$ cat src/rtl/vga_text_pkg.sv
// rtl/vga_text_pkg.sv - shared constants and FSM state type for the text console
//
// Purpose: screen geometry, control-character codes and the controller state
//          enum used by text_console_ctrl and text_cursor.
// Ports:   none (package).

package vga_text_pkg;

  localparam int COLS  = 70;
  localparam int ROWS  = 30;
  localparam int CELLS = COLS * ROWS;

  localparam logic [7:0] ASCII_BS    = 8'h08;
  localparam logic [7:0] ASCII_LF    = 8'h0A;
  localparam logic [7:0] ASCII_FF    = 8'h0C;
  localparam logic [7:0] ASCII_CR    = 8'h0D;
  localparam logic [7:0] ASCII_SPACE = 8'h20;

  typedef enum logic [1:0] {
    ST_IDLE   = 2'd0,
    ST_WRITE  = 2'd1,
    ST_CLEAR  = 2'd2,
    ST_SCROLL = 2'd3
  } state_t;

endpackage

$ cat src/rtl/text_cursor.sv
// rtl/text_cursor.sv - cursor and ring-buffer top_row counters with address generation
//
// Purpose: holds the logical cursor (x, y) and the physical row shown as screen
//          row 0 (top_row); maps the cursor to a physical buffer address.
// Ports:
//   clk, rst_n         clock, asynchronous active-low reset
//   home               cursor to (0,0), top_row to 0
//   cr                 x to 0
//   nl                 x to 0 and advance one line (rotates top_row at bottom)
//   inc                x+1, wrapping to a new line after the last column
//   bs                 step back one cell (no-op at (0,0))
//   x, y, top_row      current cursor and ring-buffer origin
//   addr               physical address of the cursor cell
//   back_addr          physical address of the cell a backspace moves to
//   scroll_base        first address of the row that becomes the bottom row on a scroll
//   at_bottom, at_last_col, at_origin   cursor position flags

module text_cursor
  import vga_text_pkg::*;
(
  input  logic        clk,
  input  logic        rst_n,
  input  logic        home,
  input  logic        cr,
  input  logic        nl,
  input  logic        inc,
  input  logic        bs,
  output logic [6:0]  x,
  output logic [4:0]  y,
  output logic [4:0]  top_row,
  output logic [11:0] addr,
  output logic [11:0] back_addr,
  output logic [11:0] scroll_base,
  output logic        at_bottom,
  output logic        at_last_col,
  output logic        at_origin
);

  logic [5:0] prow_sum;
  logic [4:0] prow;
  logic       wrap;

  // y and top_row are both < ROWS, so one conditional subtract is a full mod.
  assign prow_sum = {1'b0, y} + {1'b0, top_row};
  assign prow     = (prow_sum >= 6'(ROWS)) ? 5'(prow_sum - 6'(ROWS)) : prow_sum[4:0];

  assign addr = 12'(prow) * 12'(COLS) + 12'(x);

  // Stepping back from column 0 lands on the last column of the previous
  // physical row, which is simply addr-1 except when wrapping below row 0.
  assign back_addr = (addr == 12'd0) ? 12'(CELLS - 1) : addr - 12'd1;

  // After rotation the bottom screen row maps to the old top_row.
  assign scroll_base = 12'(top_row) * 12'(COLS);

  assign at_bottom   = (y == 5'(ROWS - 1));
  assign at_last_col = (x == 7'(COLS - 1));
  assign at_origin   = (x == 7'd0) && (y == 5'd0);

  assign wrap = nl | (inc & at_last_col);

  always_ff @(posedge clk or negedge rst_n) begin
    if (!rst_n) begin
      x       <= 7'd0;
      y       <= 5'd0;
      top_row <= 5'd0;
    end else if (home) begin
      x       <= 7'd0;
      y       <= 5'd0;
      top_row <= 5'd0;
    end else if (wrap) begin
      x <= 7'd0;
      if (at_bottom) begin
        top_row <= (top_row == 5'(ROWS - 1)) ? 5'd0 : top_row + 5'd1;
      end else begin
        y <= y + 5'd1;
      end
    end else if (inc) begin
      x <= x + 7'd1;
    end else if (cr) begin
      x <= 7'd0;
    end else if (bs) begin
      if (x != 7'd0) begin
        x <= x - 7'd1;
      end else if (y != 5'd0) begin
        x <= 7'(COLS - 1);
        y <= y - 5'd1;
      end
    end
  end

endmodule

$ cat src/rtl/text_console_ctrl.sv
// rtl/text_console_ctrl.sv - character-stream controller for the 70x30 text buffer
//
// Purpose: accepts characters over a valid/ready handshake, interprets CR/LF/BS/FF,
//          writes printable characters into the screen buffer and runs the
//          full-clear and single-row scroll fill sequences.
// Ports:
//   CLOCK_50              system clock
//   rst_n                 asynchronous active-low reset
//   char_valid/char_data  input character stream
//   char_ready            high in IDLE
//   wraddress/data/wren   registered buffer write port
//   cursor_x/cursor_y     logical cursor
//   top_row               physical row displayed as screen row 0
//   busy                  clear or scroll in progress

module text_console_ctrl
  import vga_text_pkg::*;
#(
  parameter bit CLEAR_ON_RESET = 1'b1
) (
  input  logic        CLOCK_50,
  input  logic        rst_n,
  input  logic        char_valid,
  input  logic [7:0]  char_data,
  output logic        char_ready,
  output logic [11:0] wraddress,
  output logic [7:0]  data,
  output logic        wren,
  output logic [6:0]  cursor_x,
  output logic [4:0]  cursor_y,
  output logic [4:0]  top_row,
  output logic        busy
);

  state_t      state, state_next;
  logic [11:0] fill, fill_next;
  logic [11:0] fill_last;
  logic [11:0] addr_next;
  logic [7:0]  data_next;
  logic        wren_next;

  logic [11:0] cur_addr, back_addr, scroll_base;
  logic        at_bottom, at_last_col, at_origin;

  logic accept, is_print, is_cr, is_lf, is_bs, is_ff;
  logic wrote_print, scroll_start, fill_done;
  logic cmd_home, cmd_cr, cmd_nl, cmd_inc, cmd_bs;

  assign accept   = char_valid & (state == ST_IDLE);
  assign is_print = (char_data >= ASCII_SPACE);
  assign is_cr    = (char_data == ASCII_CR);
  assign is_lf    = (char_data == ASCII_LF);
  assign is_bs    = (char_data == ASCII_BS);
  assign is_ff    = (char_data == ASCII_FF);

  // In WRITE the data register holds the character: nonzero means a printable
  // write (cursor advances), zero means a backspace erase (cursor already moved).
  assign wrote_print  = (state == ST_WRITE) && (data != 8'd0);
  assign scroll_start = (accept & is_lf & at_bottom) |
                        (wrote_print & at_last_col & at_bottom);

  assign fill_last = (state == ST_CLEAR) ? 12'(CELLS - 1) : 12'(COLS - 1);
  // wren low inside CLEAR only happens in the first cycle after reset.
  assign fill_done = wren && (fill == fill_last);

  assign char_ready = (state == ST_IDLE);
  assign busy       = (state == ST_CLEAR) || (state == ST_SCROLL);

  assign cmd_home = accept & is_ff;
  assign cmd_cr   = accept & is_cr;
  assign cmd_nl   = accept & is_lf;
  assign cmd_bs   = accept & is_bs;
  assign cmd_inc  = wrote_print;

  text_cursor u_cursor (
    .clk         (CLOCK_50),
    .rst_n       (rst_n),
    .home        (cmd_home),
    .cr          (cmd_cr),
    .nl          (cmd_nl),
    .inc         (cmd_inc),
    .bs          (cmd_bs),
    .x           (cursor_x),
    .y           (cursor_y),
    .top_row     (top_row),
    .addr        (cur_addr),
    .back_addr   (back_addr),
    .scroll_base (scroll_base),
    .at_bottom   (at_bottom),
    .at_last_col (at_last_col),
    .at_origin   (at_origin)
  );

  // State register
  always_ff @(posedge CLOCK_50 or negedge rst_n) begin
    if (!rst_n) begin
      state <= CLEAR_ON_RESET ? ST_CLEAR : ST_IDLE;
    end else begin
      state <= state_next;
    end
  end

  // Next-state logic
  always_comb begin
    state_next = state;
    case (state)
      ST_IDLE: begin
        if (accept) begin
          if (is_print)                state_next = ST_WRITE;
          else if (is_lf && at_bottom) state_next = ST_SCROLL;
          else if (is_bs && !at_origin) state_next = ST_WRITE;
          else if (is_ff)              state_next = ST_CLEAR;
        end
      end
      ST_WRITE:  state_next = scroll_start ? ST_SCROLL : ST_IDLE;
      ST_CLEAR,
      ST_SCROLL: if (fill_done) state_next = ST_IDLE;
      default:   state_next = ST_IDLE;
    endcase
  end

  // Write-port next values: registered so they are valid during the state they belong to.
  always_comb begin
    wren_next = 1'b0;
    addr_next = wraddress;
    data_next = data;
    fill_next = fill;
    if (scroll_start) begin
      wren_next = 1'b1;
      addr_next = scroll_base;
      data_next = 8'd0;
      fill_next = 12'd0;
    end else begin
      case (state)
        ST_IDLE: begin
          if (accept) begin
            if (is_print) begin
              wren_next = 1'b1;
              addr_next = cur_addr;
              data_next = char_data;
            end else if (is_bs && !at_origin) begin
              wren_next = 1'b1;
              addr_next = back_addr;
              data_next = 8'd0;
            end else if (is_ff) begin
              wren_next = 1'b1;
              addr_next = 12'd0;
              data_next = 8'd0;
              fill_next = 12'd0;
            end
          end
        end
        ST_CLEAR,
        ST_SCROLL: begin
          data_next = 8'd0;
          if (!fill_done) begin
            wren_next = 1'b1;
            addr_next = wren ? wraddress + 12'd1 : 12'd0;
            fill_next = wren ? fill + 12'd1 : 12'd0;
          end
        end
        default: ;
      endcase
    end
  end

  always_ff @(posedge CLOCK_50 or negedge rst_n) begin
    if (!rst_n) begin
      wren      <= 1'b0;
      wraddress <= 12'd0;
      data      <= 8'd0;
      fill      <= 12'd0;
    end else begin
      wren      <= wren_next;
      wraddress <= addr_next;
      data      <= data_next;
      fill      <= fill_next;
    end
  end

endmodule

$ cat config.mk
export PLATFORM = sky130hd
export DESIGN_NAME = text_console_ctrl
export DESIGN_NICKNAME = d
export VERILOG_FILES = /design/src/rtl/vga_text_pkg.sv /design/src/rtl/text_cursor.sv /design/src/rtl/text_console_ctrl.sv
export SDC_FILE = /design/constraint.sdc
export NUM_CORES = 1
export LEC_CHECK = 0
export CORE_UTILIZATION = 59
export DETAILED_ROUTE_END_ITERATION = 10
export GPL_TIMING_DRIVEN = 1
export PLACE_DENSITY = 0.92
export REMOVE_ABC_BUFFERS = 1
export SLEW_MARGIN = 20
export SYNTH_ARGS = -nofsm -noshare
export SYNTH_HDL_FRONTEND = slang
export SYNTH_SLANG_ARGS = --single-unit
export TNS_END_PERCENT = 10
$ cat constraint.sdc
create_clock -name CLOCK_50 -period 6.8 [get_ports CLOCK_50]
set_clock_uncertainty 0.15 [all_clocks]
set_input_delay 1.02 -clock CLOCK_50 [delete_from_list [all_inputs] [get_ports CLOCK_50]]
set_output_delay 1.02 -clock CLOCK_50 [all_outputs]
set_load 0.02 [all_outputs]
======== Word-level counts from Yosys, hierarchy flattened ========
Cells that the tools add are included.
cells by class
  bitwise gates (word level) .............. 10
  $add $sub $neg .......................... 11
  equal/unequal tests ..................... 24
  reductions and logical operators ........ 29
  $lt $le $gt $ge ......................... 2
  $mul .................................... 2
  muxes and demuxes ....................... 58
operators with widths
  operator                 number
  $mux W12                 15
  $mux W5                  13
  $mux W7                  7
  $pmux W12 S2             2
  $mux W8                  5
  $eq A8 B4 Y1 const B     4
  $add A12 B1 Y12 const B  2
  $mul A5 B6 Y11 const B   2
  $pmux W8 S2              1
  $mux W2                  7
  $add A12 B7 Y12          1
  $eq A12 B12 Y1           1
  $logic_not A12 Y1        1
  $ne A3 B3 Y1 const B     4
  $reduce_and A6 Y1        2
  $sub A12 B1 Y12 const B  1
  $add A5 B1 Y5 const B    2
  $eq A5 B5 Y1 const B     2
  $ne A5 B1 Y1 const B     2
  $reduce_bool A5 Y1       2
  $ne A3 B2 Y1 const B     3
  $reduce_bool A3 Y1       3
  $and A1 B1 Y1            8
  $ge A8 B6 Y1 const B     1
  other kinds (30)         45
storage, ports and cells
  input port bits ......................... 11
  logic and storage cells ................. 144
  bits in registers ....................... 52

======== Logic depth before layout (Yosys ltp) ========
  word-level depth ........................ 12
  gate-level depth with buffers ........... 24
  gate-level depth less buffers ........... 23

======== Cells and area by module ========
Synthesis repeated with hierarchy kept, for this count alone.
unflattened totals
  cell total of the unflattened synthesis .. 639
  area total of the unflattened synthesis .. 5217.5 um2
modules (own cells, without submodules)
  module             area an instance (um2)  instances  cells an instance
  text_cursor        2994.1                  1          388
  text_console_ctrl  2223.4                  1          251

======== Worst setup path before layout ========
No wires, ideal clock.
  kind .................................... register to register
  from .................................... reg u_cursor.top_row[0]
  to ...................................... reg wraddress[10]
  period minus slack after synthesis ...... 5.826 ns
  slack ................................... 0.974 ns
  cell stages (with the launch flop) ...... 23
  arrival ................................. 5.541 ns
  buffers on the path ..................... 0
  cell sequence ........................... dfrtp_1 > ha_1 > fa_1 > xor2_2 > ha_1 > and2b_1 > o2bb2ai_1 > o211ai_2 > ha_1 > ha_1 > ha_1 > a31oi_1 > xor2_1 > ha_1 > or2_2 > o31a_1 > and2_1 > a211oi_1 > xnor2_1 > nor4_4 > nand3_2 > a21oi_2 > o311ai_1
between the ends
  word-level cells in the longest chain between the ends .. 12
ends and longest elaborated chain
  element                                               RTL line                  text
  start: declaration                                    text_cursor.sv:30         output logic [4:0] top_row,
  start signal: assignment                              text_cursor.sv:74         top_row <= (top_row == 5'(ROWS - 1)) ? 5'd0 : top_row + 5'd1;
  $add A5 B5 Y6                                         text_cursor.sv:44         assign prow_sum = {1'b0, y} + {1'b0, top_row};
  $sub A5 B5 Y5 or $ge A6 B5 Y1 (tied branches)         text_cursor.sv:45         assign prow = (prow_sum >= 6'(ROWS)) ? 5'(prow_sum - 6'(ROWS)) : prow_sum[4:0];
  $mux W5                                               text_cursor.sv:45
  $mul A5 B6 Y11                                        text_cursor.sv:47         assign addr = 12'(prow) * 12'(COLS) + 12'(x);
  $add A12 B7 Y12                                       text_cursor.sv:47
  $sub A12 B1 Y12 or $logic_not A12 Y1 (tied branches)  text_cursor.sv:51         assign back_addr = (addr == 12'd0) ? 12'(CELLS - 1) : addr - 12'd1;
  $mux W12                                              text_cursor.sv:51
  $mux W12                                              text_console_ctrl.sv:141  end else if (is_bs && !at_origin) begin
  $mux W12                                              text_console_ctrl.sv:137  if (is_print) begin
  $mux W12                                              text_console_ctrl.sv:136  if (accept) begin
  $pmux W12 S2                                          text_console_ctrl.sv:134  case (state)
  $mux W12 (*)                                          text_console_ctrl.sv:128  if (scroll_start) begin
  end signal: assignment                                text_console_ctrl.sv:175  wraddress <= addr_next;
  end: declaration                                      text_console_ctrl.sv:26   output logic [11:0] wraddress,
Every way passes the cells marked *; elsewhere a longest branch is shown, timed or not. The select of a mux whose other input is x is not followed.
A chain may end at the register's enable or synchronous reset.

======== Worst setup path in the final report ========
  from .................................... reg u_cursor.top_row[0]
  to ...................................... reg wraddress[9]
Same word-level chain as after synthesis.

==> impl_metrics.csv <==
group,metric,value,unit
critical_path,worstPathArrival,6.47,ns
power,fin_total_pwr,0.00180,W
power,p_int,0.000899,W
floorplan,core_area,0.00834,mm^2
floorplan,die_y,95.4,um
critical_path,crit_type,"reg -> reg",
power,ir_drop,0.000241,V
floorplan,ios,51,
power,power.density,311,mW/mm^2
global_route,grt_pass1_vias,4950,
critical_path,max_stage_delay,0.51,ns
sta,finalSetupViolations,0,
drt,drcViolationCount,0,
yosys,netlist_area,0.00515,mm^2
sta,relSlewSlack,28.3,%
finish,layout-drive-gt1-share,6.69,%
sta,fmax,0.156,GHz
yosys,synth_edf_count,0,
yosys,ys_ff_latch,52,
power,p_leak,2.45,nW
placed_design,dpl.hpwl,10800,um
yosys,syn_inst,618,
worst_hold_path,min_path_cells,1,
finish,final_common_cell,"nand2_1",
global_route,grt_first_pass_wirelength,24100,um
floorplan,dieArea,0.00910,mm^2
finish,stdcell_area,0.00577,mm^2
sta,hold_slack,0.374,ns
sta,drv_slew,0,
drt,drt_iter0_drc,526,
cts,clock_path_buffers,2,
yosys,yosysWarnings,0,
critical_path,path_buf_inv,0,
drt,totalWireLength,14700,um
critical_path,cpLargestDelayFamily,"adder cells",
global_route,grt_usage,33.6,%
drt,vias,5265,
power,power_frac_comb,58.9,%
run_status,status,"finished, final reports clean",
finish,layout_common_cells,"nand2_1, o21ai_0, dfrtp_1",
cts,numCtsBuffers,5,
global_route,antenna_found_initial,0,
sta,fin_crit_sh,94.3,%
power,p_clk_share,11.1,%
critical_path,cp.depth,22,
placed_design,dpl_cell_area,0.00567,mm^2
power,p_sw,0.000898,W
cts,htreeDepth,2,
yosys,yosysSeqAreaShare,25.3,%
floorplan,rows,33,
sta,tightest_slew,1.07,ns
yosys,synthArstFlopShare,100,%
cts,cts-root-buf,"clkbuf_8",
yosys,avgSynthCellArea,8.33,um^2
global_route,grt_overflow,0,
run,drv_cap,0,
placed_design,routabilityCongestion,0.951,
finish,diodes,0,
cts,post-cts-setup-buffers,0,
cts,cts_tree,"built",
finish,regArea,0.00130,mm^2
critical_path,r2r_cells,22,
cts,holdBufCountCts,0,
sta,finalCriticalPeriod,6.41,ns
critical_path,slowest_stage,"dfrtp_1",
placed_design,portBuffers,50,
finish,multi_input_area,0.00361,mm^2
drt,postRouteAntennaNets,0,
cts,cts-resized-gates,0,
critical_path,worst_setup_path_end_kind,"flip-flop",
critical_path,critPathLaunchType,"flip-flop",
global_route,grt_max_degree,53,
finish,syn_to_final_growth,12.1,%
sta,final.setup.tns,0,ns
floorplan,die_w,95.4,um
finish,nFillCells,652,
critical_path,cpMostUsedCell,"ha_1",
yosys,ys.flop_type,"dfrtp_1",
sta,hold_viol,0,
yosys,yosysUniqueCellTypes,90,
power,power_frac_seq,30.0,%
sta,rsz0062_at_grt,"false",
critical_path,path_cells,"ha_1 > fa_1 > xor2_2 > ha_1 > and2b_1 > o2bb2ai_1 > o211ai_2 > ha_1 > ha_1 > ha_1 > a31oi_1 > xor2_1 > ha_1 > or2_2 > o31a_1 > and2_1 > a211oi_1 > xnor2_1 > nor4_4 > nand3_2 > a21oi_2 > o31ai_1",
finish,layout.nets,721,
power,swShare,50.0,%
worst_hold_path,hp-class,"reg -> reg",
cts,cts.clk_slew.worst_paths,0.11,ns
drt,drt-vias-per-instance,6.90,
drt,drt-wirelength-per-cell,19.3,um
critical_path,cp_max_fo,9,
cts,clk_latency,0.32,ns
floorplan,start_util,61.7,%
cts,clock-sinks,52,
drt,dr.pass1.iters,6,
critical_path,cp_data_required_time,6.86,ns
[layout make-up]
type | count | area share (%)
sequential | 52 | 22.6
clock inverter | 3 | 0.477
timing repair buffer | 52 | 8.85
multi-input combinational | 516 | 62.7
tap | 105 | 2.28
inverter | 30 | 1.95
clock buffer | 5 | 1.19
[Yosys cell counts, types with 12 or more instances]
| library cell | count | area (um^2) |
|---|---|---|
| nand2_1 | 59 | 221 |
| dfrtp_1 | 51 | 1280 |
| o21ai_0 | 51 | 255 |
| ha_1 | 48 | 601 |
| nor2_1 | 47 | 176 |
| nand3_1 | 32 | 160 |
| inv_1 | 29 | 109 |
| a21oi_1 | 28 | 140 |
| xnor2_1 | 19 | 166 |
| xor2_1 | 15 | 131 |
| nor3_1 | 14 | 70.1 |
| a31oi_1 | 12 | 75.1 |
[power groups by stage]
stage / registers [W] / clock network, W / logic [W]
after floorplan: 0.000588 / 0 / 0.000592
final: 0.000539 / 0.000199 / 0.00106
after global routing: 0.000551 / 0.000212 / 0.00115
after detailed placement: 0.000536 / 0 / 0.00102
after CTS: 0.000532 / 0.000198 / 0.00103
after global placement: 0.000530 / 0 / 0.000977
[kinds of logic after synthesis]
| logic type | after synthesis | share of synthesized area, % |
|---|---|---|
| adder cells (fa/ha/maj) | 53 | 13.6 |
| multiplexers | 5 | 1.02 |
| AND/OR/NAND/NOR | 232 | 23.6 |
| flip-flops | 52 | 25.3 |
| XOR/XNOR | 36 | 6.56 |
| AO/OA/AOI/OAI | 190 | 25.4 |
| buffers and inverters | 50 | 4.45 |
[routing by layer]
| metal | part of all wire (%) | global-route usage (%) | routed length, um |
|---|---|---|---|
| met5 | 0 | 0 | 0 |
| met4 | 3.0 | 13.6 | 444 |
| met3 | 9.1 | 5.98 | 1340 |
| met2 | 48 | 55.3 | 7050 |
| met1 | 40 | 43.6 | 5900 |
[path summary, 6_finish.rpt]
check,startpoint,slack (ns),end
hold reg to reg,fill[10]$_DFFE_PN0P_,0.37,fill[10]$_DFFE_PN0P_
min in group asynchronous,rst_n,0.66,u_cursor.x[5]$_DFFE_PN0P_
hold / removal,fill[10]$_DFFE_PN0P_,0.37,fill[10]$_DFFE_PN0P_
setup / recovery,u_cursor.top_row[0]$_DFFE_PN0P_,0.39,wraddress[9]$_DFFE_PN0P_
setup reg to reg,u_cursor.top_row[0]$_DFFE_PN0P_,0.39,wraddress[9]$_DFFE_PN0P_
max in group asynchronous,rst_n,5.37,u_cursor.top_row[2]$_DFFE_PN0P_
[sequential cells by signal, summed over array words and instances (netlist names)]
name              count
u_cursor.x            7
u_cursor.top_row      5
fill                 12
data                  8
wraddress            12
u_cursor.y            5
state                 2
wren                  1
[through the flow]
step	cells	utilization [%]	setup slack [ns]
after global placement	755	68.0	0.752
after floorplan	598	-	0.972
after CTS	763	69.2	0.446
final	763	69.2	0.387
after detailed placement	755	68.0	0.469
after global routing	763	69.2	0.122
(Power assumes the default switching activity.)
